**config.mk**
```make
export PLATFORM = sky130hd
export DESIGN_NAME = debug_trace_flat
export DESIGN_NICKNAME = d
export VERILOG_FILES = /design/src/rtl/debug_trace_if.sv /design/src/rtl/debug_trace.sv /design/src/flat_wrapper.sv
export SDC_FILE = /design/constraint.sdc
export NUM_CORES = 1
export LEC_CHECK = 0
export BUFFER_PORTS_ARGS = -buffer_cell sky130_fd_sc_hd__clkbuf_2
export CAP_MARGIN = 20
export CELL_PAD_IN_SITES_DETAIL_PLACEMENT = 1
export CELL_PAD_IN_SITES_GLOBAL_PLACEMENT = 1
export CORE_MARGIN = 10
export CORE_UTILIZATION = 55
export DETAILED_ROUTE_END_ITERATION = 12
export GPL_TIMING_DRIVEN = 0
export HOLD_SLACK_MARGIN = 0.02
export MAX_ROUTING_LAYER = met4
export PLACE_DENSITY_LB_ADDON = 0.12
export SLEW_MARGIN = 10
export SYNTH_ARGS = -nofsm -noshare
export SYNTH_HDL_FRONTEND = slang
export SYNTH_SLANG_ARGS = --single-unit
export TNS_END_PERCENT = 20
```
**constraint.sdc**
```tcl
create_clock -name clk -period 10.25 [get_ports clk]
set_input_delay 1.025 -clock clk [delete_from_list [all_inputs] [get_ports clk]]
set_output_delay 1.025 -clock clk [all_outputs]
set_load 0.005 [all_outputs]
```
**src/rtl/debug_trace_if.sv**
```systemverilog
// Trace port bundle between the instantiating top level and the bus-trace debugger.
// The master side supplies snapshots and control; the slave side returns UART and status.
interface debug_trace_if #(
   parameter int DEPTH = 16,
   parameter int REC_W = 40
);
   logic                         sample_en;
   logic [REC_W-1:0]             sample;
   logic                         trigger;
   logic                         arm;
   logic                         tx;
   logic                         busy;
   logic [$clog2(DEPTH+1)-1:0]   count;
   logic                         wrapped;

   modport master (
      output sample_en, sample, trigger, arm,
      input  tx, busy, count, wrapped
   );

   modport slave (
      input  sample_en, sample, trigger, arm,
      output tx, busy, count, wrapped
   );
endinterface

```
**src/rtl/debug_trace.sv**
```systemverilog
// Ring-buffer bus tracer: captures snapshots while armed, freezes on a trigger edge,
// then dumps the entries oldest-first as ASCII hex lines over a built-in 8N1 UART.
module debug_trace #(
   parameter int DEPTH    = 16,
   parameter int REC_W    = 40,
   parameter int BAUD_DIV = 104
) (
   input  logic         clk,
   input  logic         reset,
   debug_trace_if.slave bus
);
   localparam int PW  = $clog2(DEPTH);
   localparam int CW  = $clog2(DEPTH+1);
   localparam int NIB = REC_W / 4;
   localparam int NW  = $clog2(NIB+1);
   localparam int BW  = $clog2(BAUD_DIV);

   typedef enum logic [2:0] {ARMED, IDLE, LOAD, HEX, CR, LF, DRAIN} state_t;

   state_t            state_reg;
   logic [REC_W-1:0]  mem [DEPTH];
   logic [PW-1:0]     wr_ptr_reg;
   logic [PW-1:0]     rd_ptr_reg;
   logic [CW-1:0]     count_reg;
   logic [CW-1:0]     rec_left_reg;
   logic              wrapped_reg;
   logic              busy_reg;
   logic              trigger_q;
   logic [REC_W-1:0]  shift_reg;
   logic [NW-1:0]     nib_left_reg;
   logic              char_valid_reg;
   logic [7:0]        char_reg;

   logic              uart_active_reg;
   logic              tx_reg;
   logic [BW-1:0]     baud_cnt_reg;
   logic [3:0]        bit_idx_reg;
   logic [8:0]        frame_reg;

   logic              trig_edge;
   logic              do_write;
   logic              accept;
   logic [PW-1:0]     wr_ptr_next;
   logic [CW-1:0]     count_next;
   logic              wrapped_next;

   function automatic logic [7:0] hex_char(input logic [3:0] n);
      return (n < 4'd10) ? (8'h30 + {4'h0, n}) : (8'h37 + {4'h0, n});
   endfunction

   assign trig_edge = bus.trigger & ~trigger_q;
   assign accept    = char_valid_reg & ~uart_active_reg;

   // Capture bookkeeping as it would look after this cycle; arm wins over sample_en.
   always_comb begin
      wr_ptr_next  = wr_ptr_reg;
      count_next   = count_reg;
      wrapped_next = wrapped_reg;
      do_write     = 1'b0;
      if (bus.arm) begin
         wr_ptr_next  = '0;
         count_next   = '0;
         wrapped_next = 1'b0;
      end else if (bus.sample_en) begin
         do_write    = 1'b1;
         wr_ptr_next = wr_ptr_reg + 1'b1;
         if (count_reg == CW'(DEPTH))
            wrapped_next = 1'b1;
         else
            count_next = count_reg + 1'b1;
      end
      if (state_reg != ARMED)
         do_write = 1'b0;
   end

   always_ff @(posedge clk) begin
      if (do_write)
         mem[wr_ptr_reg] <= bus.sample;
   end

   always_ff @(posedge clk or posedge reset) begin
      if (reset) begin
         state_reg      <= ARMED;
         wr_ptr_reg     <= '0;
         rd_ptr_reg     <= '0;
         count_reg      <= '0;
         rec_left_reg   <= '0;
         wrapped_reg    <= 1'b0;
         busy_reg       <= 1'b0;
         trigger_q      <= 1'b0;
         shift_reg      <= '0;
         nib_left_reg   <= '0;
         char_valid_reg <= 1'b0;
         char_reg       <= 8'h00;
      end else begin
         trigger_q <= bus.trigger;
         case (state_reg)
            ARMED: begin
               wr_ptr_reg  <= wr_ptr_next;
               count_reg   <= count_next;
               wrapped_reg <= wrapped_next;
               if (trig_edge) begin
                  if (count_next == '0) begin
                     state_reg <= IDLE;
                  end else begin
                     // Oldest entry sits count_next slots behind the write pointer.
                     rd_ptr_reg   <= wr_ptr_next - count_next[PW-1:0];
                     rec_left_reg <= count_next;
                     busy_reg     <= 1'b1;
                     state_reg    <= LOAD;
                  end
               end
            end
            IDLE: begin
               if (bus.arm) begin
                  wr_ptr_reg  <= '0;
                  count_reg   <= '0;
                  wrapped_reg <= 1'b0;
                  state_reg   <= ARMED;
               end
            end
            LOAD: begin
               shift_reg    <= mem[rd_ptr_reg];
               nib_left_reg <= NW'(NIB);
               state_reg    <= HEX;
            end
            HEX: begin
               if (accept) begin
                  char_valid_reg <= 1'b0;
                  shift_reg      <= shift_reg << 4;
                  nib_left_reg   <= nib_left_reg - 1'b1;
                  if (nib_left_reg == NW'(1))
                     state_reg <= CR;
               end else if (!char_valid_reg) begin
                  char_valid_reg <= 1'b1;
                  char_reg       <= hex_char(shift_reg[REC_W-1 -: 4]);
               end
            end
            CR: begin
               if (accept) begin
                  char_valid_reg <= 1'b0;
                  state_reg      <= LF;
               end else if (!char_valid_reg) begin
                  char_valid_reg <= 1'b1;
                  char_reg       <= 8'h0D;
               end
            end
            LF: begin
               if (accept) begin
                  char_valid_reg <= 1'b0;
                  rd_ptr_reg     <= rd_ptr_reg + 1'b1;
                  rec_left_reg   <= rec_left_reg - 1'b1;
                  state_reg      <= (rec_left_reg == CW'(1)) ? DRAIN : LOAD;
               end else if (!char_valid_reg) begin
                  char_valid_reg <= 1'b1;
                  char_reg       <= 8'h0A;
               end
            end
            DRAIN: begin
               if (!uart_active_reg && !char_valid_reg) begin
                  busy_reg  <= 1'b0;
                  state_reg <= IDLE;
               end
            end
            default: state_reg <= ARMED;
         endcase
      end
   end

   // 8N1 transmitter; frame_reg holds the bits still to go, stop bit on top.
   always_ff @(posedge clk or posedge reset) begin
      if (reset) begin
         uart_active_reg <= 1'b0;
         tx_reg          <= 1'b1;
         baud_cnt_reg    <= '0;
         bit_idx_reg     <= 4'd0;
         frame_reg       <= '1;
      end else if (!uart_active_reg) begin
         if (char_valid_reg) begin
            uart_active_reg <= 1'b1;
            frame_reg       <= {1'b1, char_reg};
            tx_reg          <= 1'b0;
            baud_cnt_reg    <= '0;
            bit_idx_reg     <= 4'd0;
         end
      end else if (baud_cnt_reg == BW'(BAUD_DIV-1)) begin
         baud_cnt_reg <= '0;
         if (bit_idx_reg == 4'd9) begin
            uart_active_reg <= 1'b0;
         end else begin
            bit_idx_reg <= bit_idx_reg + 4'd1;
            tx_reg      <= frame_reg[0];
            frame_reg   <= {1'b1, frame_reg[8:1]};
         end
      end else begin
         baud_cnt_reg <= baud_cnt_reg + 1'b1;
      end
   end

   assign bus.tx      = tx_reg;
   assign bus.busy    = busy_reg;
   assign bus.count   = count_reg;
   assign bus.wrapped = wrapped_reg;
endmodule

```
**src/flat_wrapper.sv**
```systemverilog
// flat-port wrapper written by rule: the top's interface ports become plain ports
module debug_trace_flat 
#(
   parameter int DEPTH    = 16,
   parameter int REC_W    = 40,
   parameter int BAUD_DIV = 104
)
  (clk, reset, bus_sample_en, bus_sample, bus_trigger, bus_arm, bus_tx, bus_busy, bus_count, bus_wrapped);
  debug_trace_if #(.DEPTH(DEPTH), .REC_W(REC_W)) bus_i ();
  input  logic clk;
  input  logic reset;
  input wire logic [$bits(bus_i.sample_en)-1:0] bus_sample_en;
  input wire logic [$bits(bus_i.sample)-1:0] bus_sample;
  input wire logic [$bits(bus_i.trigger)-1:0] bus_trigger;
  input wire logic [$bits(bus_i.arm)-1:0] bus_arm;
  output wire logic [$bits(bus_i.tx)-1:0] bus_tx;
  output wire logic [$bits(bus_i.busy)-1:0] bus_busy;
  output wire logic [$bits(bus_i.count)-1:0] bus_count;
  output wire logic [$bits(bus_i.wrapped)-1:0] bus_wrapped;
  assign bus_i.sample_en = bus_sample_en;
  assign bus_i.sample = bus_sample;
  assign bus_i.trigger = bus_trigger;
  assign bus_i.arm = bus_arm;
  assign bus_tx = bus_i.tx;
  assign bus_busy = bus_i.busy;
  assign bus_count = bus_i.count;
  assign bus_wrapped = bus_i.wrapped;
  debug_trace #(.DEPTH(DEPTH), .REC_W(REC_W), .BAUD_DIV(BAUD_DIV)) u_core (.clk(clk), .reset(reset), .bus(bus_i));
endmodule
```
## After elaboration in Yosys (flattened, before gate mapping)

Memory sizes are Yosys's and may differ from the RTL's.
Cells that the tools add are included.

| word-level totals | value |
|---|---|
| word-level logic and storage cells | 156 |
| register bits | 99 |
| output and inout bits | 8 |
| RAM bits | 640 |
| input port bits | 45 |
| memories kept | 1 |

Memory list:

| name | depth | width | rd ports | clocked after Yosys merged registers in | write ports | RTL line | RTL |
|---|---|---|---|---|---|---|---|
| u_core.mem | 16 | 40 | 1 | 0 | 1 | debug_trace.sv:21 | `logic [REC_W-1:0] mem [DEPTH];` |

| operators by class | value |
|---|---|
| bitwise gates (word level) | 4 |
| multiplexer cells | 73 |
| order comparisons | 1 |
| equal/unequal tests | 29 |
| reduce and logical (&&, ||, !) cells | 21 |
| $add $sub $neg | 10 |

Operators by type and width:

| operator | count |
|---|---|
| 40-bit case mux with 2 select lines | 1 |
| 8-bit two-way mux | 7 |
| 4-bit two-way mux | 11 |
| 40-bit two-way mux | 1 |
| 9-bit two-way mux | 4 |
| 5-bit two-way mux | 7 |
| 3-bit two-way mux | 8 |
| 4-bit case mux with 2 select lines | 3 |
| 8-bit case mux with 3 select lines | 1 |
| 1-bit two-way mux | 21 |
| 7-bit two-way mux | 3 |
| 3-bit case mux with 7 select lines | 1 |
| 2-bit inequality test, second input constant | 10 |
| 5-bit case mux with 2 select lines | 2 |
| 6-bit by 4-bit adder with 7-bit output, first input constant | 2 |
| 7-bit AND reduction | 2 |
| 4-bit by 1-bit adder with 4-bit output, second input constant | 3 |
| 2-bit by 1-bit inequality test with 1-bit output, second input constant | 6 |
| 4-bit AND reduction | 3 |
| 2-bit nonzero test | 5 |
| 3-bit == test, second input constant | 3 |
| 7-bit by 1-bit adder with 7-bit output, second input constant | 1 |
| 7-bit == test, second input constant | 1 |
| 3-bit by 2-bit == test with 1-bit output, second input constant | 2 |
| 24 further kinds | 30 |

## Longest topological paths before layout

| depth | value |
|---|---|
| word-level depth | 8 |
| gate-level depth with buffers | 13 |
| gate-level depth less buffers | 13 |

## Least setup slack after synthesis

OpenSTA, ideal clock, no wires.

| timing | value |
|---|---|
| path type | input to register |
| from | input port bus_sample_en |
| to | memory u_core.mem[0][0] (enable) |
| setup slack | 5.199 ns |
| setup time | 0.487 ns |
| cell stages on the path | 5 |
| buffers on the path | 1 |
| required time | 9.763 ns |
| data arrival time | 4.564 ns |
| path through | buf_2 -> inv_1 -> nor3_1 -> nand2_1 -> nor3_1 |

| between the ends | value |
|---|---|
| cells in the longest elaborated chain, start to end | 5 |

RTL lines:

| element | RTL line | RTL |
|---|---|---|
| from (decl) | flat_wrapper.sv:12 | `input wire logic [$bits(bus_i.sample_en)-1:0] bus_sample_en;` |
| 1-bit two-way mux | debug_trace.sv:64 | `end else if (bus.sample_en) begin` |
| 1-bit two-way mux | debug_trace.sv:60 | `if (bus.arm) begin` |
| 1-bit two-way mux | debug_trace.sv:72 | `if (state_reg != ARMED)` |
| 1-bit two-way mux | debug_trace.sv:77 | `if (do_write)` |
| 1-bit two-way mux (implied by the code) | debug_trace.sv:78 | `mem[wr_ptr_reg] <= bus.sample;` |
| to (decl) | debug_trace.sv:21 |  |

No other way between the ends.

## Final worst setup path

| timing | value |
|---|---|
| from | register u_core.state_reg[1] |
| to | memory u_core.mem[0][0] (enable) |

| between the ends | value |
|---|---|
| cells in the longest elaborated chain, start to end | 4 |

RTL lines:

| element | RTL line | RTL |
|---|---|---|
| from (decl) | debug_trace.sv:20 | `state_t state_reg;` |
| from (signal assigned) | debug_trace.sv:153 | `state_reg <= (rec_left_reg == CW'(1)) ? DRAIN : LOAD;` |
| 3-bit nonzero test | debug_trace.sv:72 |  |
| 1-bit two-way mux | debug_trace.sv:72 |  |
| 1-bit two-way mux | debug_trace.sv:77 |  |
| 1-bit two-way mux (implied by the code) | debug_trace.sv:78 |  |

No other way between the ends.

==> metrics.cfg <==
[pwr]
swShare=0.299
power.density_nw_per_um2=256
p_clk_frac=0.302
power.total_mw=8.54
power_frac_comb=0.281
internal-power_mw=5.98
seqPwrFrac=0.417
power_leakage_nw=11.3
switching_power_mw=2.56
peakVddDrop_uv=152

[setup_path]
crit_path_cell_trace=buf_2, or3_1, nor3_1, nand2_1, nor3_2, buf_4, buf_8, buf_6, buf_4
crit_path_max_incr_delay_ns=0.63
crit_path_max_fanout=10
crit_type=reg2reg
reg2reg_slack_ns=6.50
cp_num_buf_inv=5
start_kind=register
r2r_cells=9
worstSetupEndpointType=register
path_depth=9
required_ns=10.56
slowest_stage=nor3_2
arrival_ns=4.06
cp_top_family=simple AND/OR/NAND/NOR gates
cp_common_cell=buf_4

[synthesis]
netlist_area_um2=29100
synthArstFlopShare=0.132
synth_most_common_cell=edfxtp_1
ys_seq_area_frac=0.744
synth_nets=1549
synth-seq-cells=737
synth-warning-count=0
ys.flop_type=edfxtp_1
yosysTopAreaCellShare=0.660
synth_commonest_cells=edfxtp_1, mux4_2, nand2_1
synth_cells=1485
synth_cell_types=49
ys_top_cells_by_area=edfxtp_1, mux4_2, dfrtp_1, a21oi_1, nand2_1
syn_avg_cell_area_um2=19.6
synth_top_area_cell=edfxtp_1
synth_edf_count=640

[placed_design]
pre_cts_slack_ns=5.95
place_inst=2274
portBuffers=52
gp_congestion=0.813
dp_hpwl_um=46700

[grt]
grt.total_usage=0.242
grt_pass1_vias=16267
grt_pass1_wl_um=109000
gr-total-overflow=0
antenna_found_initial=2
grt_max_degree=64

[cts]
cts_resized=0
cts_buffers=75
cts_max_path_buffers=3
postCtsSetupRepairBufs=0
htree_levels=3
hold_buffers=0
clkSinkCount=737
clk_latency_ns=0.62
tritoncts=built
cts_root_buffer=clkbuf_16
clk_pin_slew_worst_paths_ns=0.06

[floorplan]
ios=53
fp.dieW_um=250
rows=84
dieArea_um2=62600
fp.coreArea_um2=52400
die_h_um=250
start_util=0.555

[timing]
tightest_slew_ns=1.05
max_slew_margin=0.299
final-max-slew-violation-count=0
min_period_over_period=0.366
finalHoldViolCount=0
fin_crit_ns=3.75
finalSetupTns_ns=0
clock_skew_ns=0.0187
fmax_mhz=267
rsz0062_at_grt=false
setup_ws_ns=6.50
setup_viol=0

[route]
dr_total_vias=15258
drt-pass1-iter-count=5
ant_nets=0
first_iter_violations=1324
wl_um=73000
drc=0
post_drt_wl_per_cell_um=30.3
via_per_inst=6.33

[cells_and_area]
nets=1727
utilization=0.637
drive_gt1_frac=0.264
largest_register_ffs=640
syn_to_final_growth_pct=14.8
final_cells=2412

[worst_hold_path]
min_path_type=in2async

[run]
maxCapViolCount=0

[status]
status=complete, no violations

layout by cell type (no fill, tap or decap), types with 11 or more instances in the layout:
cell type	netlist	layout
edfxtp_1	640	640
mux4_2	200	200
nand2_1	98	98
a21oi_1	88	88
dfrtp_1	88	88
clkbuf_16	0	77
clkbuf_1	40	67
nor2_1	75	63
clkbuf_2	0	52
o21ai_0	35	35
buf_12	0	22
buf_2	20	20
inv_1	20	19
buf_6	10	19
ha_1	18	18
o21ai_1	13	13
nor2_4	0	12
clkinv_1	0	12
nand3_1	11	11
buf_4	0	11
path summary, 6_finish.rpt:
kind | to | startpoint
worst max-delay path | u_core.mem[0][0] | u_core.state_reg[1]
worst min-delay path | u_core.baud_cnt_reg[1] | reset
worst max register to register | u_core.mem[0][0] | u_core.state_reg[1]
worst min register to register | u_core.frame_reg[4] | u_core.frame_reg[4]
max in group asynchronous | u_core.shift_reg[23] | reset
min in group clk | u_core.frame_reg[4] | u_core.frame_reg[4]
through the flow:
stage	hold WS [ns]	cell area [um^2]
2_1_floorplan	0.439	29100
3_3_place_gp	0.452	30200
3_5_place_dp	0.464	31100
4_1_cts	0.414	33400
5_1_grt	0.444	33400
6_report	0.429	33400
power groups by stage:
stage                     sequential (mW)  combinational, mW  clock (mW)
final                                3.56               2.40        2.58
after floorplan                      3.58               1.67           0
after global routing                 3.57               2.58        2.75
after detailed placement             3.61               2.42           0
after CTS                            3.55               2.44        2.63
after global placement               3.61               2.33           0
final cells by class:
cell class,instances,area [um^2]
Multi-Input combinational cell,649,7100
Fill cell,4455,19000
Clock buffer,107,2070
Inverter,20,77.6
Timing Repair Buffer,101,1030
Clock inverter,28,223
Sequential cell,737,21700
Buffer,79,397
Tap cell,688,861
Antenna cell,3,7.51
logic make-up (layout without fill, tap and decap cells):
group,after synthesis,count (layout),share of synthesized area
compound gates,177,177,0.0351
xor+xnor,13,13,0.00438
fa+ha+maj,19,19,0.00842
buf+inv,99,335,0.0162
flops,737,737,0.744
mux,210,210,0.158
other cells,0,3,0
simple gates,230,230,0.0342
layer usage:
layer	routed length, um	global-route usage	share of wire	up-vias
li1	-	-	-	6375
met1	29700	0.311	0.41	8198
met2	36900	0.390	0.51	553
met3	4400	0.0459	0.060	132
met4	2010	0.0733	0.028	0
met5	0	-	0	-
worst register-to-register path, delay by kind of cell, from the launching register on:
family | cells | cell delay (ns)
buf+inv | 5 | 1.06
flops | 1 | 0.35
simple gates | 4 | 2.04
Note: power is estimated with default switching activity, not from simulation.
